### src/rtl/pipe_pkg.sv
// pipe_pkg: shared stall encoding, stage action enum and default EX/MEM and MADD widths
package pipe_pkg;
  localparam logic STOP = 1'b1;
  localparam logic NO_STOP = 1'b0;
  typedef enum logic [2:0] {ACT_RESET, ACT_FLUSH, ACT_BUBBLE, ACT_ADV, ACT_HOLD} act_e;
  localparam int EXMEM_DATA_W = 103;
  localparam int MADD_CTX_W = 66;
  localparam int DEF_STALL_W = 6;
  localparam int DEF_STAGE = 3;
  localparam int DEF_CNT_W = 32;
endpackage

### src/rtl/pipe_sat_cnt.sv
// pipe_sat_cnt: W-bit counter that sticks at all-ones; ports clk, clr (sync clear), inc, cnt
module pipe_sat_cnt #(
  parameter int W = 32
) (
  input  logic         clk,
  input  logic         clr,
  input  logic         inc,
  output logic [W-1:0] cnt
);
  always_ff @(posedge clk)
    cnt <= clr ? '0 : (inc && !(&cnt)) ? cnt + W'(1) : cnt;
endmodule

### src/rtl/pipe_stage_reg.sv
// pipe_stage_reg: stall/flush-aware inter-stage register with valid bit and context feedback
//   in : clk, rst (sync, active-high), stall[STALL_W], flush, in_valid, in_data[DATA_W], ctx_i[CTX_W]
//   out: out_valid, out_data[DATA_W], ctx_o[CTX_W]
//   PIPE_PERF_EN adds saturating bubble_cnt, hold_cnt, flush_cnt[CNT_W]
module pipe_stage_reg
  import pipe_pkg::*;
#(
  parameter int                DATA_W   = EXMEM_DATA_W,
  parameter int                CTX_W    = MADD_CTX_W,
  parameter int                STALL_W  = DEF_STALL_W,
  parameter int                STAGE    = DEF_STAGE,
  parameter logic [DATA_W-1:0] NOP_DATA = '0,
  parameter int                CNT_W    = DEF_CNT_W
) (
  input  logic               clk,
  input  logic               rst,
  input  logic [STALL_W-1:0] stall,
  input  logic               flush,
  input  logic               in_valid,
  input  logic [DATA_W-1:0]  in_data,
  input  logic [CTX_W-1:0]   ctx_i,
`ifdef PIPE_PERF_EN
  output logic [CNT_W-1:0]   bubble_cnt,
  output logic [CNT_W-1:0]   hold_cnt,
  output logic [CNT_W-1:0]   flush_cnt,
`endif
  output logic               out_valid,
  output logic [DATA_W-1:0]  out_data,
  output logic [CTX_W-1:0]   ctx_o
);
  if (STAGE < 0 || STAGE > STALL_W - 2) begin : g_bad_stage
    $error("pipe_stage_reg: STAGE must lie in 0..STALL_W-2");
  end
  localparam logic [STALL_W-1:0] CUR_M = STALL_W'(1) << STAGE;
  localparam logic [STALL_W-1:0] NXT_M = CUR_M << 1;
  logic cur_stop, nxt_stop;
  act_e act;
  assign cur_stop = |(stall & CUR_M);
  assign nxt_stop = |(stall & NXT_M);
  // Stopped upstream with a free downstream is a bubble; stall[STAGE+1] alone is treated as advance
  always_comb
    act = rst ? ACT_RESET :
          flush ? ACT_FLUSH :
          cur_stop != STOP ? ACT_ADV :
          nxt_stop == STOP ? ACT_HOLD : ACT_BUBBLE;
  always_ff @(posedge clk) begin
    out_valid <= act == ACT_ADV ? in_valid : act == ACT_HOLD ? out_valid : 1'b0;
    out_data  <= act == ACT_ADV ? in_data : act == ACT_HOLD ? out_data : NOP_DATA;
    ctx_o     <= (act == ACT_BUBBLE || act == ACT_HOLD) ? ctx_i : '0;
  end
`ifdef PIPE_PERF_EN
  pipe_sat_cnt #(.W(CNT_W)) u_bubble (.clk(clk), .clr(rst), .inc(act == ACT_BUBBLE), .cnt(bubble_cnt));
  pipe_sat_cnt #(.W(CNT_W)) u_hold   (.clk(clk), .clr(rst), .inc(act == ACT_HOLD),   .cnt(hold_cnt));
  pipe_sat_cnt #(.W(CNT_W)) u_flush  (.clk(clk), .clr(rst), .inc(act == ACT_FLUSH),  .cnt(flush_cnt));
`endif
endmodule

### config.mk
export PLATFORM = sky130hd
export DESIGN_NAME = pipe_stage_reg
export DESIGN_NICKNAME = d
export VERILOG_FILES = /design/src/rtl/pipe_pkg.sv /design/src/rtl/pipe_sat_cnt.sv /design/src/rtl/pipe_stage_reg.sv
export SDC_FILE = /design/constraint.sdc
export NUM_CORES = 1
export LEC_CHECK = 0
export ABC_AREA = 0
export BUFFER_PORTS_ARGS = -buffer_cell sky130_fd_sc_hd__buf_2
export CAP_MARGIN = 20
export CORE_ASPECT_RATIO = 0.6
export CORE_UTILIZATION = 46
export DETAILED_ROUTE_END_ITERATION = 8
export GPL_TIMING_DRIVEN = 0
export PLACE_DENSITY = 0.85
export REMOVE_ABC_BUFFERS = 1
export SETUP_SLACK_MARGIN = 0.3
export SLEW_MARGIN = 20
export SYNTH_ARGS = -nofsm -noshare
export SYNTH_HDL_FRONTEND = slang
export SYNTH_SLANG_ARGS = --single-unit
### constraint.sdc
create_clock -name clk -period 6 [get_ports clk]
set_clock_uncertainty 0.05 [all_clocks]
set_input_delay 0.6 -clock clk [delete_from_list [all_inputs] [get_ports clk]]
set_output_delay 0.6 -clock clk [all_outputs]
set_load 0.02 [all_outputs]
==> results of run 1 <==
## per-layer routing
layer,track usage [%],vias up
met4,6.13,0
met5,0,-
met1,23.0,2269
met2,34.0,175
met3,4.55,20
li1,-,2231
## kinds of logic after synthesis
group | Yosys count | synth area share [%]
DFF | 170 | 61.7
and+or+nand+nor | 171 | 31.7
buffers and inverters | 57 | 6.60
## worst min path at each step
| stage | start | to | slack (ps) | cells after the start |
|---|---|---|---|---|
| 3_5_place_dp | ctx_i[57] | ctx_o[57]$_SDFF_PN0_ | 820 | 2 |
| 2_1_floorplan | flush | ctx_o[0]$_SDFF_PN0_ | 630 | 1 |
| 3_3_place_gp | ctx_i[52] | ctx_o[52]$_SDFF_PN0_ | 820 | 2 |
| 5_1_grt | ctx_i[28] | ctx_o[28]$_SDFF_PN0_ | 380 | 2 |
| 4_1_cts | ctx_i[57] | ctx_o[57]$_SDFF_PN0_ | 380 | 2 |
| 6_report | ctx_i[11] | ctx_o[11]$_SDFF_PN0_ | 400 | 2 |
## per-stage QoR
stage          total power [W]  area, sq um  util (%)  cells  hold WS, ps
6_report               0.00263         9450      61.7    926          397
2_1_floorplan          0.00145         6730         -    341          626
3_3_place_gp           0.00161         8710      56.8    888          821
3_5_place_dp           0.00163         8900      58.1    894          824
5_1_grt                0.00271         9450      61.7    926          377
4_1_cts                0.00265         9450      61.7    926          379
## worst max-delay path, stage by stage
cell and delay [ps]:
buf_8 490, nand4bb_4 450, buf_12 250, buf_12 260
## state kept, by name, summed over array words and instances, names as in the netlist
signal,cells
out_valid,1
ctx_o,66
out_data,103
## synth_stat cells
| cell | n | area (sq um) |
|---|---|---|
| buf_2 | 2 | 10.0 |
| buf_6 | 33 | 372 |
| buf_8 | 1 | 15.0 |
| clkbuf_1 | 21 | 78.8 |
| dfxtp_1 | 66 | 1320 |
| edfxtp_1 | 104 | 3120 |
| nand4bb_1 | 1 | 11.3 |
| nor4b_1 | 4 | 35.0 |
| nor4b_2 | 91 | 1370 |
| nor4b_4 | 9 | 214 |
| nor4bb_1 | 66 | 661 |
## power by group
part	internal [W]	switching, W
clock	0.000554	0.000467
combinational	0.000128	0.000181
sequential	0.00128	0.0000127
total	0.00196	0.000660
## area by class of cell
type	count	area share [%]
Sequential cell	170	47.0
Multi-Input combinational cell	171	24.4
Timing Repair Buffer	350	20.1
Clock buffer	19	4.69
Tap cell	203	2.69
Clock inverter	13	1.14
==> results.md, run 1 <==
- Status: finished clean
- Part of the Yosys area used for sequential elements: 61.7%
- First-pass GRT wire length: 24000 um
- Largest net degree at the start of global routing: 93
- Root buffer cell: clkbuf_16
- Max VDD drop: 0.000201 V
- Commonest non-fill, non-tap cell in the layout: buf_2
- WL met2: 8530 um
- Grt total ovfl: 0
- Die Area: 0.0162 sq mm
- Fill cell count: 1195
- Syn Inst Count: 398
- Clock sinks: 170
- DR iter-0 viols: 300
- DR WL met3: 996 um
- Period utilization: 35.2%
- Static Leakage: 4.20 nW
- FP Rows: 35
- Number of global-route vias before repair: 4702
- Synth warnings: 0
- CP Class: primary input to flop
- Seq. cell area: 0.00444 sq mm
- ANT nets after route: 0
- IO Pins: 349
- Postcts setup bufs: 0
- WP data required: 6040 ps
- Die Height: 99.0 um
- Dpl hpwl: 11100 um
- Wire per inst: 17.5 um
- Final slew viol count: 0
- Max layer used: met4
- CP endpoint kind: flop
- Max frequency: 473 MHz
- Pre-CTS setup slack: 3470 ps
- Synth Register Bits: 170
- GRT Total Usage: 19.2%
- Worst Hold Class: primary input to flop
- RSZ-0062 raised after global routing: false
- Core outline area: 0.0153 sq mm
- Area growth, synth to finish: 31.2%
- Gpl congestion: 0.760
- First-pass iteration count of the detailed router: 4
- # DRC: 0
- CP Capture Point: out_data[67]$_SDFFCE_PP0P_
- Cts repair resizes: 0
- IO Port Bufs: 344
- Worst EP arrival: 2160 ps
- Avg Cell Area, Syn: 18.1 sq um
- CP max FO: 80
- Count of nets after finishing: 889
- Die width: 164 um
- Setup WS post-layout: 3890 ps
- Multi-input combinational cell area: 0.00230 sq mm
- Final setup vio count: 0
- Synthesized area: 0.00721 sq mm
- Initial Utilization: 47.0%
- Initial antenna violation count: 0
- Number of hold buffers added after CTS: 0
- Post-synth cell types: 11
- Post-Route WL: 16200 um
- Layout cells sized above 1: 66.7%
- H-tree depth: 4
- Final Hold Viols: 0
- Slew HR: 51.2%
- Power per cell area: 278 mW/mm^2
- Diode count: 0
- Clock Pin Slew Worst Setup and Hold Paths: 70 ps
- Worst-Margin Slew: 732 ps
- Setup_tns: 0 ps
- Max_cap viols: 0
- Vias per inst: 5.07
- CTS tree: done
- Crit. Startpoint: rst
- Worst Setup Start Kind: primary input
- Routed vias: 4695
- Deepest clock path buffer count: 2
- Tmin final: 2110 ps
- Leading cell types in the layout, fill and taps excluded: 341 x buf_2, 104 x edfxtp_1, 91 x nor4b_2, 66 x nor4bb_1, 66 x dfxtp_1
- CTS Buf Count: 17
- WL met1: 6460 um
Power figures use the tool's default switching activity.
==> run 2: changes to the inputs <==
Settings changed: ABC_AREA 0 to 1, CORE_UTILIZATION 46 to 39, PLACE_DENSITY 0.85 to 0.81.
Clock period 6 ns to 1.8 ns, I/O delays scaled along.
==> run 2 against run 1 <==
Compared with the run above: clock-buffer cell count grew 1; largest cell class unchanged; power increased to 3.3 times the previous value; wire length grew 0.40%; critical path depth is the same; critical endpoint is now out_data[45]$_SDFFCE_PP0P_.
==> results.md, run 2 <==
- Postcts setup bufs: 0
- Post-Route WL: 16300 um
- Worst path cell trace: buf_2 -> nor2_2 -> nand3_4 -> buf_16
- Setup WS post-layout: 534 ps
- Diode count: 0
- Power per cell area: 951 mW/mm^2
- Hold path endpoint: out_data[63]$_SDFFCE_PP0P_
- Synth area leaders: edfxtp_1 53%, dfxtp_1 22%, inv_1 11%, nor2_1 11%, buf_6 1.3%
- CTS tree: done
- Wire per inst: 13.9 um
- Top-count cell post-synth: inv_1
- FP Rows: 34
- Period utilization: 70.3%
- CP endpoint kind: flop
- WP data required: 1880 ps
- Gpl congestion: 0.815
- Number of global-route vias before repair: 5005
- Die width: 160 um
- Layout Utilization: 62.9%
- Synth top cells by count: 171 x inv_1, 170 x nor2_1, 104 x edfxtp_1
- Most used DFF post-synth: edfxtp_1
- Max frequency: 790 MHz
- Fill cell count: 1132
- Largest Register: out_data
- Worst hold slack: 14.6 ps
- Synth Register Bits: 170
- Top flop regs: out_data (103), ctx_o (66), out_valid (1)
- Setup_tns: 0 ps
- Yosys top cell by area: edfxtp_1
- H-tree depth: 4
- Tmin final: 1270 ps
- Worst EP arrival: 1350 ps
- Clock Pin Slew Worst Setup and Hold Paths: 70 ps
- Final setup vio count: 0
- Slew HR: 63.7%
- Grt total ovfl: 0
- Worst-Margin Slew: 544 ps
- CP Class: primary input to flop
- First-pass iteration count of the detailed router: 5
- Worst Setup Start Kind: primary input
- Final Hold Viols: 0
- Deepest clock path buffer count: 2
- Max reg flops: 103
- Max VDD drop: 0.000608 V
- RSZ-0062 raised after global routing: false
- Post-synth EDFFs: 104
- Static Leakage: 5.30 nW
- Final total power: 0.00872 W
- Core outline area: 0.0146 sq mm
- CP max FO: 46
- Part of the Yosys area used for sequential elements: 75.6%
- Hold Path Origin: in_data[63]
- Post-synth cell types: 11
- ANT nets after route: 0
- CTS Buf Count: 17
- First-pass GRT wire length: 25000 um
- Largest net degree at the start of global routing: 59
- Commonest non-fill, non-tap cell in the layout: buf_2
- Dpl hpwl: 10700 um
- Final slew viol count: 0
- Max_cap viols: 0
- Vias per inst: 4.10
- Family with the most delay on the worst path: simple AND/OR/NAND/NOR gates
- CP max stage delay: 410 ps
- Area growth, synth to finish: 56.1%
- Synthesized area: 0.00588 sq mm
- Die Height: 97.1 um
- # DRC: 0
- IO Port Bufs: 344
- Ys async rst share: 0%
- Avg Cell Area, Syn: 11.0 sq um
- Initial Utilization: 40.3%
- Initial antenna violation count: 0
- Status: finished clean
- Routed vias: 4806
- Top cell type's share of synthesized area: 53.1%
- IO Pins: 349
- Root buffer cell: clkbuf_16
- Clock sinks: 170
- Synth warnings: 0
- Layout cells sized above 1: 39.4%
- Leading cell types in the layout, fill and taps excluded: 344 x buf_2, 171 x inv_1, 170 x nor2_1, 104 x edfxtp_1, 78 x dlygate4sd3_1
- Pre-CTS setup slack: 125 ps
- DR iter-0 viols: 287
- Count of nets after finishing: 1139
- GRT Total Usage: 21.1%
- Worst Hold Class: primary input to flop
- Die Area: 0.0156 sq mm
- Hold Path Depth: 3
- Slowest stage cell, crit path: nand3_4
- Worst Path Buf+Inv: 2
- Syn Inst Count: 533
-- run 2: changes by cell type after synthesis, moves of 6 or more --
cell	previous run	this run
buf_2	2	8
buf_6	33	7
clkbuf_1	21	2
inv_1	0	171
nor2_1	0	170
nor4b_2	91	0
nor4b_4	9	0
nor4bb_1	66	0
-- run 2: power breakdown --
group | switching (W) | internal, W | total, W
registers | 0.0000389 | 0.00427 | 0.00431
clock network | 0.00160 | 0.00189 | 0.00349
logic | 0.000511 | 0.000408 | 0.000919
-- run 2: cell type report --
| class | instances | area (sq um) | share of cell area (%) |
|---|---|---|---|
| Clock buffer | 20 | 457 | 4.98 |
| Clock inverter | 12 | 105 | 1.15 |
| Inverter | 171 | 642 | 7.00 |
| Multi-Input combinational cell | 174 | 679 | 7.41 |
| Sequential cell | 170 | 4440 | 48.5 |
| Tap cell | 198 | 248 | 2.70 |
| Timing Repair Buffer | 426 | 2600 | 28.3 |
-- run 2: logic make-up (layout without fill, tap and decap cells) --
family,after synthesis,after routing,share of synthesized area [%]
buf+inv,189,629,13.2
simple gates,174,174,11.2
flops,170,170,75.6
-- run 2: worst max-delay path by stage --
stage | cells past startpoint | slack (ps) | to | from
final | 4 | 530 | out_data[45]$_SDFFCE_PP0P_ | flush
after global routing | 4 | 470 | out_data[45]$_SDFFCE_PP0P_ | flush
after CTS | 4 | 550 | out_data[89]$_SDFFCE_PP0P_ | flush
after detailed placement | 4 | 130 | out_data[90]$_SDFFCE_PP0P_ | flush
after global placement | 3 | -3770 | out_data[51]$_SDFFCE_PP0P_ | flush
after floorplan | 2 | -2130 | out_data[0]$_SDFFCE_PP0P_ | flush
-- run 2: through the flow --
step / cell area [sq um] / cells
after CTS: 9170 / 1171
after detailed placement: 7830 / 1061
final: 9170 / 1171
after floorplan: 5740 / 515
after global placement: 7710 / 1057
after global routing: 9170 / 1171
-- run 2: repair_timing --
item / in CTS / in global routing
resized for setup: 0 / 0
hold endpoints to repair: 78 / 0
hold buffers: 78 / 0
setup endpoints to repair: 0 / 0
-- run 2: routing by layer --
| metal | global-route usage [%] | vias to the layer above | wire, um |
|---|---|---|---|
| met2 | 38.8 | 190 | 8460 |
| li1 | - | 2387 | - |
| met1 | 22.5 | 2198 | 6170 |
| met4 | 7.25 | 0 | 372 |
| met5 | 0 | - | 0 |
| met3 | 7.04 | 31 | 1260 |
-- run 2: worst min-delay path: cells and delay by family --
family | cells | cell delay [ps]
buffers and inverters | 2 | 110
AND/OR/NAND/NOR | 1 | 80
==> run 3: changes to the inputs <==
Settings changed: CORE_AREA set to 2 2 135 137, CORE_ASPECT_RATIO 0.6 to unset, CORE_UTILIZATION 39 to unset, DIE_AREA set to 0 0 137 139, PLACE_DENSITY 0.81 to 0.69.
Clock period 1.8 ns to 1.2 ns, I/O delays scaled along.
==> run 3 against run 2 <==
Compared with the run above: critical path depth down 3; sequential power increased by 52%; hold slack better by 27 ps; non-clock buffer count is 96 higher; critical endpoint is now out_data[15]; largest power group unchanged.
==> results.md, run 3 (synthesized netlist as in run 2, its figures left out) <==
- ANT nets after route: 0
- Dpl hpwl: 10500 um
- First-pass iteration count of the detailed router: 4
- Wire per inst: 15.8 um
- Family with the most delay on the worst path: flip-flops
- Worst Path Buf+Inv: 1
- Root buffer cell: clkbuf_16
- Vias per inst: 4.22
- H-tree depth: 4
- Deepest clock path buffer count: 2
- Slew HR: 73.3%
- CTS Buf Count: 17
- Clock sinks: 170
- Grt total ovfl: 0
- Die Area: 0.0190 sq mm
- Power per cell area: 1220 mW/mm^2
- Layout cells sized above 1: 42.7%
- Die width: 137 um
- Initial Utilization: 33.3%
- Number of global-route vias before repair: 5596
- Worst path cell trace: buf_6
- Tmin final: 1170 ps
- RSZ-0062 raised after global routing: true
- Worst Hold Class: primary input to flop
- Die Height: 139 um
- Clock Pin Slew Worst Setup and Hold Paths: 70 ps
- CTS tree: done
- Leading cell types in the layout, fill and taps excluded: 200 x buf_2, 170 x inv_1, 170 x nor2_1, 169 x dlygate4sd3_1, 144 x buf_6
- Final setup vio count: 0
- Final slew viol count: 0
- IO Port Bufs: 344
- Final Hold Viols: 0
- Worst EP arrival: 1000 ps
- CP endpoint kind: output port
- Count of nets after finishing: 1237
- GRT Total Usage: 19.7%
- # DRC: 0
- FP Rows: 49
- Status: finished clean
- Max VDD drop: 0.000858 V
- IO Pins: 349
- CP max stage delay: 420 ps
- WP data required: 1030 ps
- Top flop regs: out_data (103), ctx_o (66), out_valid (1)
- Max reg flops: 103
- Routed vias: 5484
- Max_cap viols: 0
- Worst-Margin Slew: 400 ps
- Core outline area: 0.0177 sq mm
- Initial antenna violation count: 1
- Largest Register: out_data
- Commonest non-fill, non-tap cell in the layout: buf_2
- Gpl congestion: 0.735
- Post-Route WL: 20500 um
- CP Class: flop to output port
- Setup_tns: 0 ps
- Worst Setup Start Kind: flop
- DR iter-0 viols: 218
- Worst hold slack: 41.2 ps
- CP max FO: 1
- First-pass GRT wire length: 28300 um
- Max frequency: 853 MHz
- Largest net degree at the start of global routing: 67
- Slowest stage cell, crit path: edfxtp_1
- Area growth, synth to finish: 90.9%
- Period utilization: 97.7%
- Static Leakage: 5.87 nW
==> run 3: cell types whose count changed in the layout (fill, tap and decap cells not counted), sizes merged <==
cell / delta
buf: +4
clkbuf: +1
clkinv: +1
clkinvlp: +1
diode: +1
dlygate4sd3: +91
inv: -2
nand2: +2
==> run 3: metrics by stage <==
stage	power [W]	cells	instance area [sq um]	setup WS (ps)	utilization [%]
global route	0.0142	1301	11200	-5.85	63.5
global placement	0.00775	1088	7750	-4300	43.9
floorplan	0.00717	515	5740	-2670	-
CTS	0.0136	1299	10900	20.9	61.6
detailed placement	0.00775	1091	7860	-474	44.5
finish	0.0137	1301	11200	28.0	63.5
==> run 3: layout make-up <==
class | instances | area [sq um]
Antenna cell | 1 | 2.50
Fill cell | 1236 | 6440
Timing Repair Buffer | 522 | 4460
Clock inverter | 12 | 105
Sequential cell | 170 | 4530
Clock buffer | 20 | 457
Inverter | 171 | 646
Tap cell | 229 | 287
Multi-Input combinational cell | 176 | 738
==> run 3: layer usage <==
layer  global-route usage [%]  vias up  routed length [um]
met3                     6.73       47                1830
met4                     9.12        0                 682
met2                     36.0      296               10800
met1                     19.7     2551                7250
li1                         -     2590                   -
met5                        0        -                   0
==> run 3: repair_timing <==
action	4_1_cts	5_1_grt
setup endpoints to repair	331	226
buffers inserted	5	0
cloned	2	1
hold endpoints to repair	169	0
pin swaps	2	0
hold buffers	169	0
resized for setup	260	100
==> run 3: path summary, 6_finish.rpt <==
path | from | to | slack [ps] | cells after the start
worst max-delay path | out_data[15]$_SDFFCE_PP0P_ | out_data[15] | 30 | 1
worst min-delay path | in_data[85] | out_data[85]$_SDFFCE_PP0P_ | 40 | 3
==> run 3: power by group <==
group	internal, W	total [W]	switching [W]
sequential	0.00643	0.00654	0.000108
clock	0.00283	0.00523	0.00240
combinational	0.00105	0.00193	0.000882
